[src/rtl/core_pkg.sv]
// core_pkg: shared widths, constants and fetch FSM encoding for the RV32I core
package core_pkg;
  localparam int XLEN = 32;
  localparam logic [31:0] NOP_INSTR = 32'h0000_0013;
  typedef enum logic [1:0] {IDLE, REQ, WAIT, HOLD} fetch_state_t;
endpackage

[src/rtl/ifid_pipe_reg.sv]
// ifid_pipe_reg: IF/ID pipeline register, priority flush > stall > load > bubble
module ifid_pipe_reg
  import core_pkg::*;
#(
  parameter int W = 32
) (
  input  logic         clk,
  input  logic         rst_n,
  input  logic         flush,
  input  logic         stall,
  input  logic         load_valid,
  input  logic [W-1:0] load_pc,
  input  logic [W-1:0] load_ir,
  output logic         valid,
  output logic [W-1:0] pc,
  output logic [W-1:0] ir
);
  logic         r_valid;
  logic [W-1:0] r_pc;
  logic [W-1:0] r_ir;
  always_ff @(posedge clk) begin
    if (!rst_n || flush) begin
      r_valid <= 1'b0;
      r_pc    <= '0;
      r_ir    <= W'(NOP_INSTR);
    end else if (!stall) begin
      r_valid <= load_valid;
      r_ir    <= load_valid ? load_ir : W'(NOP_INSTR);
      if (load_valid) r_pc <= load_pc;
    end
  end
  assign valid = r_valid;
  assign pc    = r_pc;
  assign ir    = r_ir;
endmodule

[src/rtl/if_fetch_stage.sv]
// if_fetch_stage: PC generation, single-outstanding imem fetch FSM, one-entry
// stall buffer and IF/ID register for the 5-stage RV32I core
module if_fetch_stage
  import core_pkg::*;
#(
  parameter int               XLEN     = 32,
  parameter logic [XLEN-1:0]  RESET_PC = '0
) (
  input  logic            clk,
  input  logic            rst_n,
  input  logic            stall,
  input  logic            redirect_valid,
  input  logic [XLEN-1:0] redirect_pc,
  output logic            imem_req,
  output logic [XLEN-1:0] imem_addr,
  input  logic            imem_gnt,
  input  logic            imem_rvalid,
  input  logic [XLEN-1:0] imem_rdata,
  output logic            ifid_valid,
  output logic [XLEN-1:0] ifid_pc,
  output logic [XLEN-1:0] ifid_ir
);
  fetch_state_t    r_state, w_state_n;
  logic [XLEN-1:0] r_pc, w_pc_n;
  logic            r_kill, w_kill_n;
  logic [XLEN-1:0] r_buf_pc, r_buf_ir;
  logic [XLEN-1:0] w_redir_pc, w_pc_m4;
  logic            w_rsp_ok, w_wait_load, w_buf_cap, w_drain, w_load;
  logic [XLEN-1:0] w_load_pc, w_load_ir;
  assign w_redir_pc  = redirect_pc & ~XLEN'(3);
  // r_pc already points past the in-flight fetch, so its own PC is r_pc-4
  assign w_pc_m4     = r_pc - XLEN'(4);
  assign w_rsp_ok    = (r_state == WAIT) && imem_rvalid && !r_kill && !redirect_valid;
  assign w_wait_load = w_rsp_ok && (!stall || !ifid_valid);
  assign w_buf_cap   = w_rsp_ok && stall && ifid_valid;
  assign w_drain     = (r_state == HOLD) && !redirect_valid && !stall;
  assign w_load      = w_wait_load || w_drain;
  assign w_load_pc   = w_drain ? r_buf_pc : w_pc_m4;
  assign w_load_ir   = w_drain ? r_buf_ir : imem_rdata;
  always_comb begin
    w_state_n = r_state;
    w_pc_n    = r_pc;
    w_kill_n  = r_kill;
    case (r_state)
      IDLE: w_state_n = REQ;
      REQ: begin
        if (imem_gnt) begin
          w_pc_n    = redirect_valid ? w_redir_pc : r_pc + XLEN'(4);
          w_kill_n  = redirect_valid;
          w_state_n = WAIT;
        end else if (redirect_valid) begin
          w_pc_n = w_redir_pc;
        end
      end
      WAIT: begin
        if (redirect_valid) begin
          w_pc_n   = w_redir_pc;
          w_kill_n = 1'b1;
        end
        if (imem_rvalid) begin
          w_kill_n  = 1'b0;
          w_state_n = w_buf_cap ? HOLD : REQ;
        end
      end
      HOLD: begin
        if (redirect_valid) w_pc_n = w_redir_pc;
        if (redirect_valid || !stall) w_state_n = REQ;
      end
      default: w_state_n = IDLE;
    endcase
  end
  always_ff @(posedge clk) begin
    if (!rst_n) begin
      r_state  <= IDLE;
      r_pc     <= RESET_PC;
      r_kill   <= 1'b0;
      r_buf_pc <= '0;
      r_buf_ir <= '0;
    end else begin
      r_state <= w_state_n;
      r_pc    <= w_pc_n;
      r_kill  <= w_kill_n;
      if (w_buf_cap) begin
        r_buf_pc <= w_pc_m4;
        r_buf_ir <= imem_rdata;
      end
    end
  end
  assign imem_req  = (r_state == REQ);
  assign imem_addr = r_pc;
  // an empty IF/ID must still accept a load while the hazard unit stalls
  ifid_pipe_reg #(.W(XLEN)) u_ifid (
    .clk        (clk),
    .rst_n      (rst_n),
    .flush      (redirect_valid),
    .stall      (stall && ifid_valid),
    .load_valid (w_load),
    .load_pc    (w_load_pc),
    .load_ir    (w_load_ir),
    .valid      (ifid_valid),
    .pc         (ifid_pc),
    .ir         (ifid_ir)
  );
endmodule

[config.mk]
export PLATFORM = sky130hd
export DESIGN_NAME = if_fetch_stage
export DESIGN_NICKNAME = d
export VERILOG_FILES = /design/src/rtl/core_pkg.sv /design/src/rtl/ifid_pipe_reg.sv /design/src/rtl/if_fetch_stage.sv
export SDC_FILE = /design/constraint.sdc
export NUM_CORES = 1
export LEC_CHECK = 0
export ABC_AREA = 1
export CAP_MARGIN = 10
export CORE_ASPECT_RATIO = 1.2
export CORE_MARGIN = 3
export CORE_UTILIZATION = 35
export DETAILED_ROUTE_END_ITERATION = 7
export SYNTH_ARGS = -nofsm -noshare
export SYNTH_HDL_FRONTEND = slang
export SYNTH_SLANG_ARGS = --single-unit
[constraint.sdc]
create_clock -name clk -period 3.2 [get_ports clk]
set_input_delay 0.32 -clock clk [delete_from_list [all_inputs] [get_ports clk]]
set_output_delay 0.32 -clock clk [all_outputs]
set_load 0.02 [all_outputs]
## Word level (Yosys, flattened, before mapping)

Index checks and enable logic that the tools add are counted.

- Register bits: 164
- Input port bits: 70
- Output and inout bits: 98
- Word-level logic and storage cells: 59

- Add/subtract/negate cells: 2
- Equality and inequality tests: 7
- Multiplexer cells: 16
- Bitwise operators: 1
- Reductions and logical operators: 25

Operators by type and width:

| kind | number |
|---|---|
| 32-bit 2-to-1 mux | 6 |
| 32-bit case mux with 2 select lines | 1 |
| 32-bit by 3-bit adder with 32-bit output, second input constant | 1 |
| 32-bit by 3-bit subtractor with 32-bit output, second input constant | 1 |
| 1-bit logical AND | 9 |
| 2-bit 2-to-1 mux | 4 |
| 2-bit case mux with 4 select lines | 1 |
| 3-bit AND reduction | 2 |
| 1-bit logical NOT | 5 |
| 2-bit == test, second input constant | 2 |
| 1-bit logical OR | 4 |
| 2-bit by 1-bit inequality test with 1-bit output, second input constant | 2 |
| 2-bit nonzero test | 2 |
| 1-bit 2-to-1 mux | 3 |
| 3-bit inequality test, second input constant | 1 |
| 2-bit by 1-bit == test with 1-bit output, second input constant | 1 |
| 2-bit logical NOT | 1 |
| 2-bit inequality test, second input constant | 1 |
| 1-bit case mux with 2 select lines | 1 |
| 2-bit AND reduction | 1 |
| 2-bit OR reduction | 1 |
| 1-bit inverter | 1 |

## Depth between registers and ports, before layout

Gate-level depths: netlist of the first run.

- Word-level depth: 9
- Gate-level depth with buffers: 12

## Cells and area by module

From an unflattened synthesis of the first run, not the netlist that was laid out.

- Cell total of the unflattened synthesis: 1378
- Area total of the unflattened synthesis: 9107.5 um^2

By module, submodules not included:

| module | instances | cells an instance | area each (um^2) |
|---|---|---|---|
| if_fetch_stage | 1 | 1021 | 6406.1 |
| ifid_pipe_reg | 1 | 357 | 2701.3 |

## Worst setup path before layout of the first run

No wires, ideal clock.

- Kind: register to register
- Start point: reg r_state[0]
- End point: reg r_pc[9] (netlist: imem_addr[9])
- Setup time: 0.134 ns
- Data arrival time: 1.607 ns
- Data required time: 3.066 ns
- Slack: 1.459 ns
- Cell stages (with the launch flop): 11
- Buffers on the path: 0
- Cell sequence: dfxtp_1 -> inv_1 -> ha_1 -> nor3_4 -> inv_2 -> nor2_1 -> nand3_1 -> nand2_1 -> inv_1 -> o21ai_1 -> a21oi_1

- Cells in the longest elaborated chain, start to end: 3
- Elaborated cells on any way between the ends: 6
- Classes of those cells: 3 x eq/ne; 1 x mux; 2 x reduce/logical

RTL lines:

| item | RTL line | source |
|---|---|---|
| from (decl) | if_fetch_stage.sv:23 | `fetch_state_t r_state, w_state_n;` |
| from (signal assigned) | if_fetch_stage.sv:80 | `r_state <= w_state_n;` |
| 2-bit == test | if_fetch_stage.sv:44 | `case (r_state)` |
| 2-bit OR reduction (no line) | -- |  |
| 32-bit case mux with 2 select lines / 2-bit nonzero test (equally long branches) | -- |  |
| to (signal assigned) | if_fetch_stage.sv:81 | `r_pc <= w_pc_n;` |
| to (decl) | if_fetch_stage.sv:24 | `logic [XLEN-1:0] r_pc, w_pc_n;` |

Several ways; a longest one is shown, not always the timed one.
A chain may end at the register's enable or synchronous reset.

## Final worst setup path of the first run

- Start point: reg r_state[0]
- End point: reg r_buf_ir[15]

- Cells in the longest elaborated chain, start to end: 6

RTL lines:

| item | RTL line | source |
|---|---|---|
| 2-bit == test | if_fetch_stage.sv:33 | `assign w_rsp_ok = (r_state == WAIT) && imem_rvalid && !r_kill && !redirect_valid;` |
| 1-bit logical AND (3 in a row) | if_fetch_stage.sv:33 |  |
| 1-bit logical AND (2 in a row) | if_fetch_stage.sv:35 | `assign w_buf_cap = w_rsp_ok && stall && ifid_valid;` |
| to (signal assigned) | if_fetch_stage.sv:85 | `r_buf_ir <= imem_rdata;` |
| to (decl) | if_fetch_stage.sv:26 | `logic [XLEN-1:0] r_buf_pc, r_buf_ir;` |

Every way passes these cells.

==> summary.md, run 1 <==
| Metric | Value |
|---|---|
| Status | `finished, final reports clean` |
| Initial core utilization | `35.7%` |
| Setup ws final | `857 ps` |
| Post-CTS sizing | `0` |
| First-pass GRT wire length | `43.6 mm` |
| Tightest Pin Transition | `882 ps` |
| Die H | `177 µm` |
| Root buffer cell | `clkbuf_16` |
| Async set or reset register ratio after synthesis | `0%` |
| Synth Register Bits | `164` |
| Clk_skew | `18.2 ps` |
| CTS tree | `built` |
| Detailed Route WL | `27.3 mm` |
| Layout cells sized above 1 | `6.74%` |
| Mapped Area | `8560 µm²` |
| Hold Buf Count CTS | `0` |
| Total gr overflow | `0` |
| Ant diodes | `0` |
| Final net count | `1489` |
| DRC violations left | `0` |
| CP Launch Type | `flip-flop` |
| Static leakage | `4.46 nW` |
| Clk sinks | `164` |
| Final period util | `73.2%` |
| Hold Vio Cnt, Final | `0` |
| Crit. End Element | `flip-flop` |
| Clock buffer depth | `2` |
| GR peak layer | `met2` |
| Placer Congestion | `0.920` |
| PD cells | `594 nW/µm²` |
| Distinct cells, synth | `44` |
| Layout Area Growth over Synthesis | `29.1%` |
| Post-CTS setup repair buffer count | `0` |
| Syn nets | `1361` |
| Io pins | `168` |
| Data required time of the critical path | `3570 ps` |
| Drt first pass iters | `5` |
| Antenna violations before repair | `0` |
| Worst-path clk slew | `80 ps` |
| Critical path arrival | `2710 ps` |
| Total of max-cap violations | `0` |
| Vias in the first global route | `8103` |
| Pin count of the biggest net entering global routing | `79` |
| Dpl hpwl | `18.9 mm` |
| Synth Instances | `1284` |
| Endpoints failing setup | `0` |
| Routed Antenna Nets | `0` |
| Met2 usage in global routing | `33.2%` |
| Post-synthesis sequential area ratio | `38.3%` |
| Final Max Tran Viols | `0` |
| Slew margin rel. | `41.2%` |
| # rows | `62` |
| Met1 usage | `28.1%` |
| Avg WL per Cell | `15.7 µm` |
| Overall Global Routing Usage | `20.5%` |
| Die area | `26400 µm²` |
| Most common flop cell mapped by yosys | `dfxtp_1` |
| Buffers added on ports | `165` |
| Post-Place Worst Slack | `664 ps` |
| Core box area | `24000 µm²` |
| Setup TNS | `0 ps` |
| M3 GR Usage | `3.55%` |
| Crit Path Category | `reg -> reg` |
| EDFF count, synth | `0` |
| Crit-path max FO | `56` |
| Max IR drop VDD | `0.000376 V` |
| Syn avg cell area | `6.67 µm²` |
| Fin crit period | `2340 ps` |
| Fmax | `427 MHz` |
| Latest clock arrival within the worst-skew pair | `440 ps` |
| Warnings from Yosys | `0` |
| Die width | `149 µm` |
| Initial DRC Count | `593` |
| Worst hold path type | `in -> reg` |
| CTS H-Tree Depth | `4` |
| Number of CTS-inserted buffers | `17` |
| Vias per cell | `5.03` |
| Routed vias | `8780` |
| RSZ-0062 raised after global routing | `false` |
## cell usage after synthesis, types with 2 or more instances
cell type,number,area [µm²]
buf_2,31,155
dfxtp_1,164,3280
buf_1,5,18.8
nand3_1,63,315
nor2_2,11,68.8
a311oi_1,3,26.3
o221ai_1,4,35.0
clkbuf_1,35,131
xor2_1,24,210
ha_1,7,87.6
o21a_1,2,15.0
nor2_1,131,492
nand3_2,3,30.0
inv_1,127,477
nor3_2,2,20.0
o21bai_1,19,143
nand2_2,4,25.0
nor3_1,8,40.0
buf_4,4,30.0
nand4_1,13,81.3
a21oi_1,137,686
a31oi_1,10,62.6
o211ai_1,8,60.1
nand2_1,287,1080
o21ai_0,120,601
a211oi_1,4,30.0
nor2_4,5,56.3
inv_2,12,45.0
o21ai_1,26,130
## registers in the layout (all words and copies together), names as in the netlist
name / count
u_ifid.ir: 32
r_state: 2
r_kill: 1
r_buf_ir: 32
imem_addr: 32
u_ifid.pc: 32
u_ifid.valid: 1
r_buf_pc: 32
## logic make-up (layout without fill, tap and decap cells)
family / Yosys count / in the layout / synth area share, %
AOI/OAI and AO/OA: 338 / 338 / 21.4
DFF: 164 / 164 / 38.3
and+or+nand+nor: 534 / 534 / 26.6
adders and majority gates: 7 / 7 / 1.02
buffers and inverters: 216 / 357 / 10.1
xor gates and xnor gates: 25 / 25 / 2.56
## per-stage QoR
step           hold WS [ps]  cell area, µm²  power, mW  utilization (%)  cells
2_1_floorplan           425            8560       3.69                -   1284
3_3_place_gp            434           10400       4.44             43.5   1713
3_5_place_dp            440           10400       4.45             43.5   1713
4_1_cts                 361           11100       6.60             46.1   1745
5_1_grt                 391           11100       6.95             46.1   1745
6_report                369           11100       6.57             46.1   1745
## placed cells by master (no fill, tap or decap), types with 2 or more instances in the layout
cell type and instances:
dfxtp_1 164, inv_12 2, nand4_1 13, a311oi_1 3, clkbuf_16 17, a31oi_1 10, inv_1 127, inv_6 3
nand3_4 2, clkinv_8 6, inv_2 12, o21ai_0 120, o21ai_1 26, o21bai_1 19, xor2_1 24, nand3_2 3
o21a_1 2, inv_8 3, o211ai_1 8, nand2_1 287, nor2_1 131, nand2_2 4, clkdlybuf4s50_1 164, ha_1 7
nor2_2 11, buf_4 19, o221ai_1 4, a21oi_1 137, nand3_1 62, nor3_2 2, nor2_4 5, nor3_1 8
a211oi_1 4
## critical path, cell delays in order, from the launching register on
cell	delay, ps
dfxtp_1	410
inv_1	90
ha_1	270
nand2_1	110
inv_2	40
nand3_2	70
nor2_2	50
inv_2	620
buf_4	320
o21ai_0	100
a21oi_1	160
## final cells by class
type	instances	area [µm²]
flip-flops and latches	164	3280
repair buffers	184	1790
multi-input cells	904	4430
clock buffers	17	425
inverters	141	532
well taps	320	400
fillers	2466	12900
clock inverters	15	199
## routing by layer
metal  vias up  part of all wire [%]
met3        41                   6.2
met2       312                    46
met1      3984                    46
met5         -                     0
met4         0                   1.9
li1       4443                     -
## worst paths after layout
kind | from | cells past startpoint | slack (ps) | end
max | r_state[0] | 10 | 860 | r_buf_ir[15]
max reg2reg | r_state[0] | 10 | 860 | r_buf_ir[15]
min reg2reg | r_buf_ir[10] | 2 | 450 | r_buf_ir[10]
min | rst_n | 5 | 370 | u_ifid.pc[1]
## power breakdown
group	internal [mW]	leakage, nW	switching [mW]	total, mW
Combinational	0.723	2.83	1.34	2.06
Clock	1.08	0.301	1.06	2.13
Sequential	2.15	1.33	0.222	2.37
Power figures use the tool's default switching activity.
==> run 2: changes to the inputs <==
==> constraint.sdc (replaced) <==
create_clock -name clk -period 2.3 [get_ports clk]
set_input_delay 0.23 -clock clk [delete_from_list [all_inputs] [get_ports clk]]
set_output_delay 0.23 -clock clk [all_outputs]
set_load 0.02 [all_outputs]
==> summary.md, run 2 (synthesis gave the netlist of run 1 again) <==
| Metric | Value |
|---|---|
| Dpl hpwl | `19.4 mm (+2.4%)` |
| Tightest Pin Transition | `568 ps (-314 ps)` |
| CTS H-Tree Depth | `4 (unchanged)` |
| # rows | `62 (unchanged)` |
| DRC violations left | `0 (unchanged)` |
| Die area | `26400 µm² (unchanged)` |
| Comb pwr share | `32.1% (+0.7 points)` |
| Core box area | `24000 µm² (unchanged)` |
| Internal | `5.52 mW (+40%)` |
| Crit Path Category | `reg -> reg` |
| Fin crit period | `2120 ps (-222 ps)` |
| Total of max-cap violations | `0 (unchanged)` |
| Die H | `177 µm (unchanged)` |
| Ant diodes | `0 (unchanged)` |
| RSZ-0062 raised after global routing | `false` |
| Met2 usage in global routing | `33.9% (+0.70 points)` |
| Family with the most delay on the worst path | `simple AND/OR/NAND/NOR gates` |
| Clk sinks | `164 (unchanged)` |
| Post-CTS sizing | `0 (unchanged)` |
| Worst hold path type | `in -> reg` |
| Latest clock arrival within the worst-skew pair | `430 ps (about the same)` |
| Initial DRC Count | `547 (-7.8%)` |
| Clock buffer depth | `2 (unchanged)` |
| Commonest non-fill, non-tap cell in the layout | `nand2_1` |
| # fillers | `2481 (+0.61%)` |
| Hold Buf Count CTS | `0 (unchanged)` |
| Setup ws final | `178 ps (-678 ps)` |
| Antenna violations before repair | `0 (unchanged)` |
| Clock share of power | `31.6% (-0.9 points)` |
| Placer Congestion | `0.926 (+0.62%)` |
| Worst-path clk slew | `70 ps (about the same)` |
| Most frequent cells in the layout | `287 x nand2_1, 164 x dfxtp_1, 164 x clkdlybuf4s50_1` |
| Overall Global Routing Usage | `20.6% (+0.11 points)` |
| Avg WL per Cell | `15.7 µm (about the same)` |
| CP max stage cell | `dfxtp_1` |
| Routed Antenna Nets | `0 (unchanged)` |
| Crit. End Element | `flip-flop` |
| Pin count of the biggest net entering global routing | `79 (unchanged)` |
| Final Max Tran Viols | `0 (unchanged)` |
| Critical path arrival | `2440 ps (-270 ps)` |
| Critical path cell sequence | `inv_1 -> ha_1 -> nor3_4 -> nand2_1 -> inv_2 -> nand3b_1 -> nor2_1 -> xor2_1 -> a21oi_1` |
| Worst path buffer plus inverter count | `2 (-2)` |
| Initial core utilization | `35.7% (unchanged)` |
| Met1 usage | `27.9% (-0.22 points)` |
| Final period util | `92.2% (+19 points)` |
| Crit-path max cell delay | `420 ps (-200 ps)` |
| Number of CTS-inserted buffers | `17 (unchanged)` |
| PD cells | `808 nW/µm² (+36%)` |
| Post-CTS setup repair buffer count | `0 (unchanged)` |
| Net Sw Frac | `39.3% (-0.56 points)` |
| Clk_skew | `10.6 ps (-7.59 ps)` |
| Endpoints failing setup | `0 (unchanged)` |
| Status | `finished, final reports clean` |
| Setup TNS | `0 ps (unchanged)` |
| M3 GR Usage | `3.47% (-0.077 points)` |
| Static leakage | `4.55 nW (+2.2%)` |
| Slew margin rel. | `62.2% (+21 points)` |
| Root buffer cell | `clkbuf_16` |
| Drt first pass iters | `5 (unchanged)` |
| Buffers added on ports | `165 (unchanged)` |
| Crit-path max FO | `8 (-86%)` |
| Io pins | `168 (unchanged)` |
| Die width | `149 µm (unchanged)` |
| Seq pwr share | `36.3% (+0.2 points)` |
| Routed vias | `8823 (+0.49%)` |
| CP Launch Type | `flip-flop` |
| First-pass GRT wire length | `43.6 mm (+0.14%)` |
| Max IR drop VDD | `0.000483 V (+29%)` |
| Layout cells sized above 1 | `7.58% (+0.84 points)` |
| Fmax | `471 MHz (+10%)` |
| Data required time of the critical path | `2620 ps (-950 ps)` |
| Sw Pwr | `3.57 mW (+36%)` |
| Detailed Route WL | `27.5 mm (+0.70%)` |
| CTS tree | `built` |
| GR peak layer | `met2` |
| Vias per cell | `5.02 (-0.25%)` |
| Post-Place Worst Slack | `122 ps (-542 ps)` |
| Hold Vio Cnt, Final | `0 (unchanged)` |
| Final net count | `1502 (+0.87%)` |
| Total gr overflow | `0 (unchanged)` |
| Layout Area Growth over Synthesis | `31.3%` |
| Vias in the first global route | `8177 (+0.91%)` |
run 2: final cells by class:
| cell class | instances | area (µm²) | share of cell area (%) |
|---|---|---|---|
| clock buffers | 17 | 425 | 3.78 |
| clock inverters | 15 | 181 | 1.61 |
| inverters | 141 | 532 | 4.73 |
| multi-input cells | 904 | 4430 | 39.3 |
| flip-flops and latches | 164 | 3280 | 29.2 |
| well taps | 320 | 400 | 3.56 |
| repair buffers | 197 | 2000 | 17.8 |
run 2: power groups by stage:
stage	Sequential [mW]	Clock (mW)	Combinational, mW
3_5_place_dp	3.35	0	2.90
4_1_cts	3.29	2.94	2.92
3_3_place_gp	3.35	0	2.89
6_report	3.30	2.87	2.92
2_1_floorplan	3.38	0	1.75
5_1_grt	3.33	3.06	3.25
run 2: path summary, 6_finish.rpt:
kind	startpoint	endpoint	slack (ps)	cells after the start
setup reg to reg	r_state[0]	imem_addr[24]	180	9
hold reg to reg	r_buf_ir[1]	r_buf_ir[1]	440	2
hold / removal	rst_n	u_ifid.pc[1]	330	6
setup / recovery	r_state[0]	imem_addr[24]	180	9
run 2: stage by stage:
step                cell area, µm²  hold slack [ps]  total power [mW]  cells  util, %
global placement             10600              432              6.25   1726     44.4
global route                 11200              355              9.63   1758     46.9
finish                       11200              334              9.09   1758     46.9
CTS                          11200              326              9.15   1758     46.9
detailed placement           10600              439              6.25   1726     44.4
floorplan                     8560              365              5.13   1284        -
run 2: metal layers:
layer	wire length (µm)	part of all wire, %	vias up
met5	0	0	-
met4	525	1.9	0
met3	1710	6.2	39
met2	12800	46	284
met1	12500	45	4046
li1	-	-	4454
run 2: tightest hold or removal path, delay by kind of cell:
family                 cells  cell delay (ps)
AND/OR/NAND/NOR            1               40
buffers and inverters      3              340
AO/OA/AOI/OAI              2              110
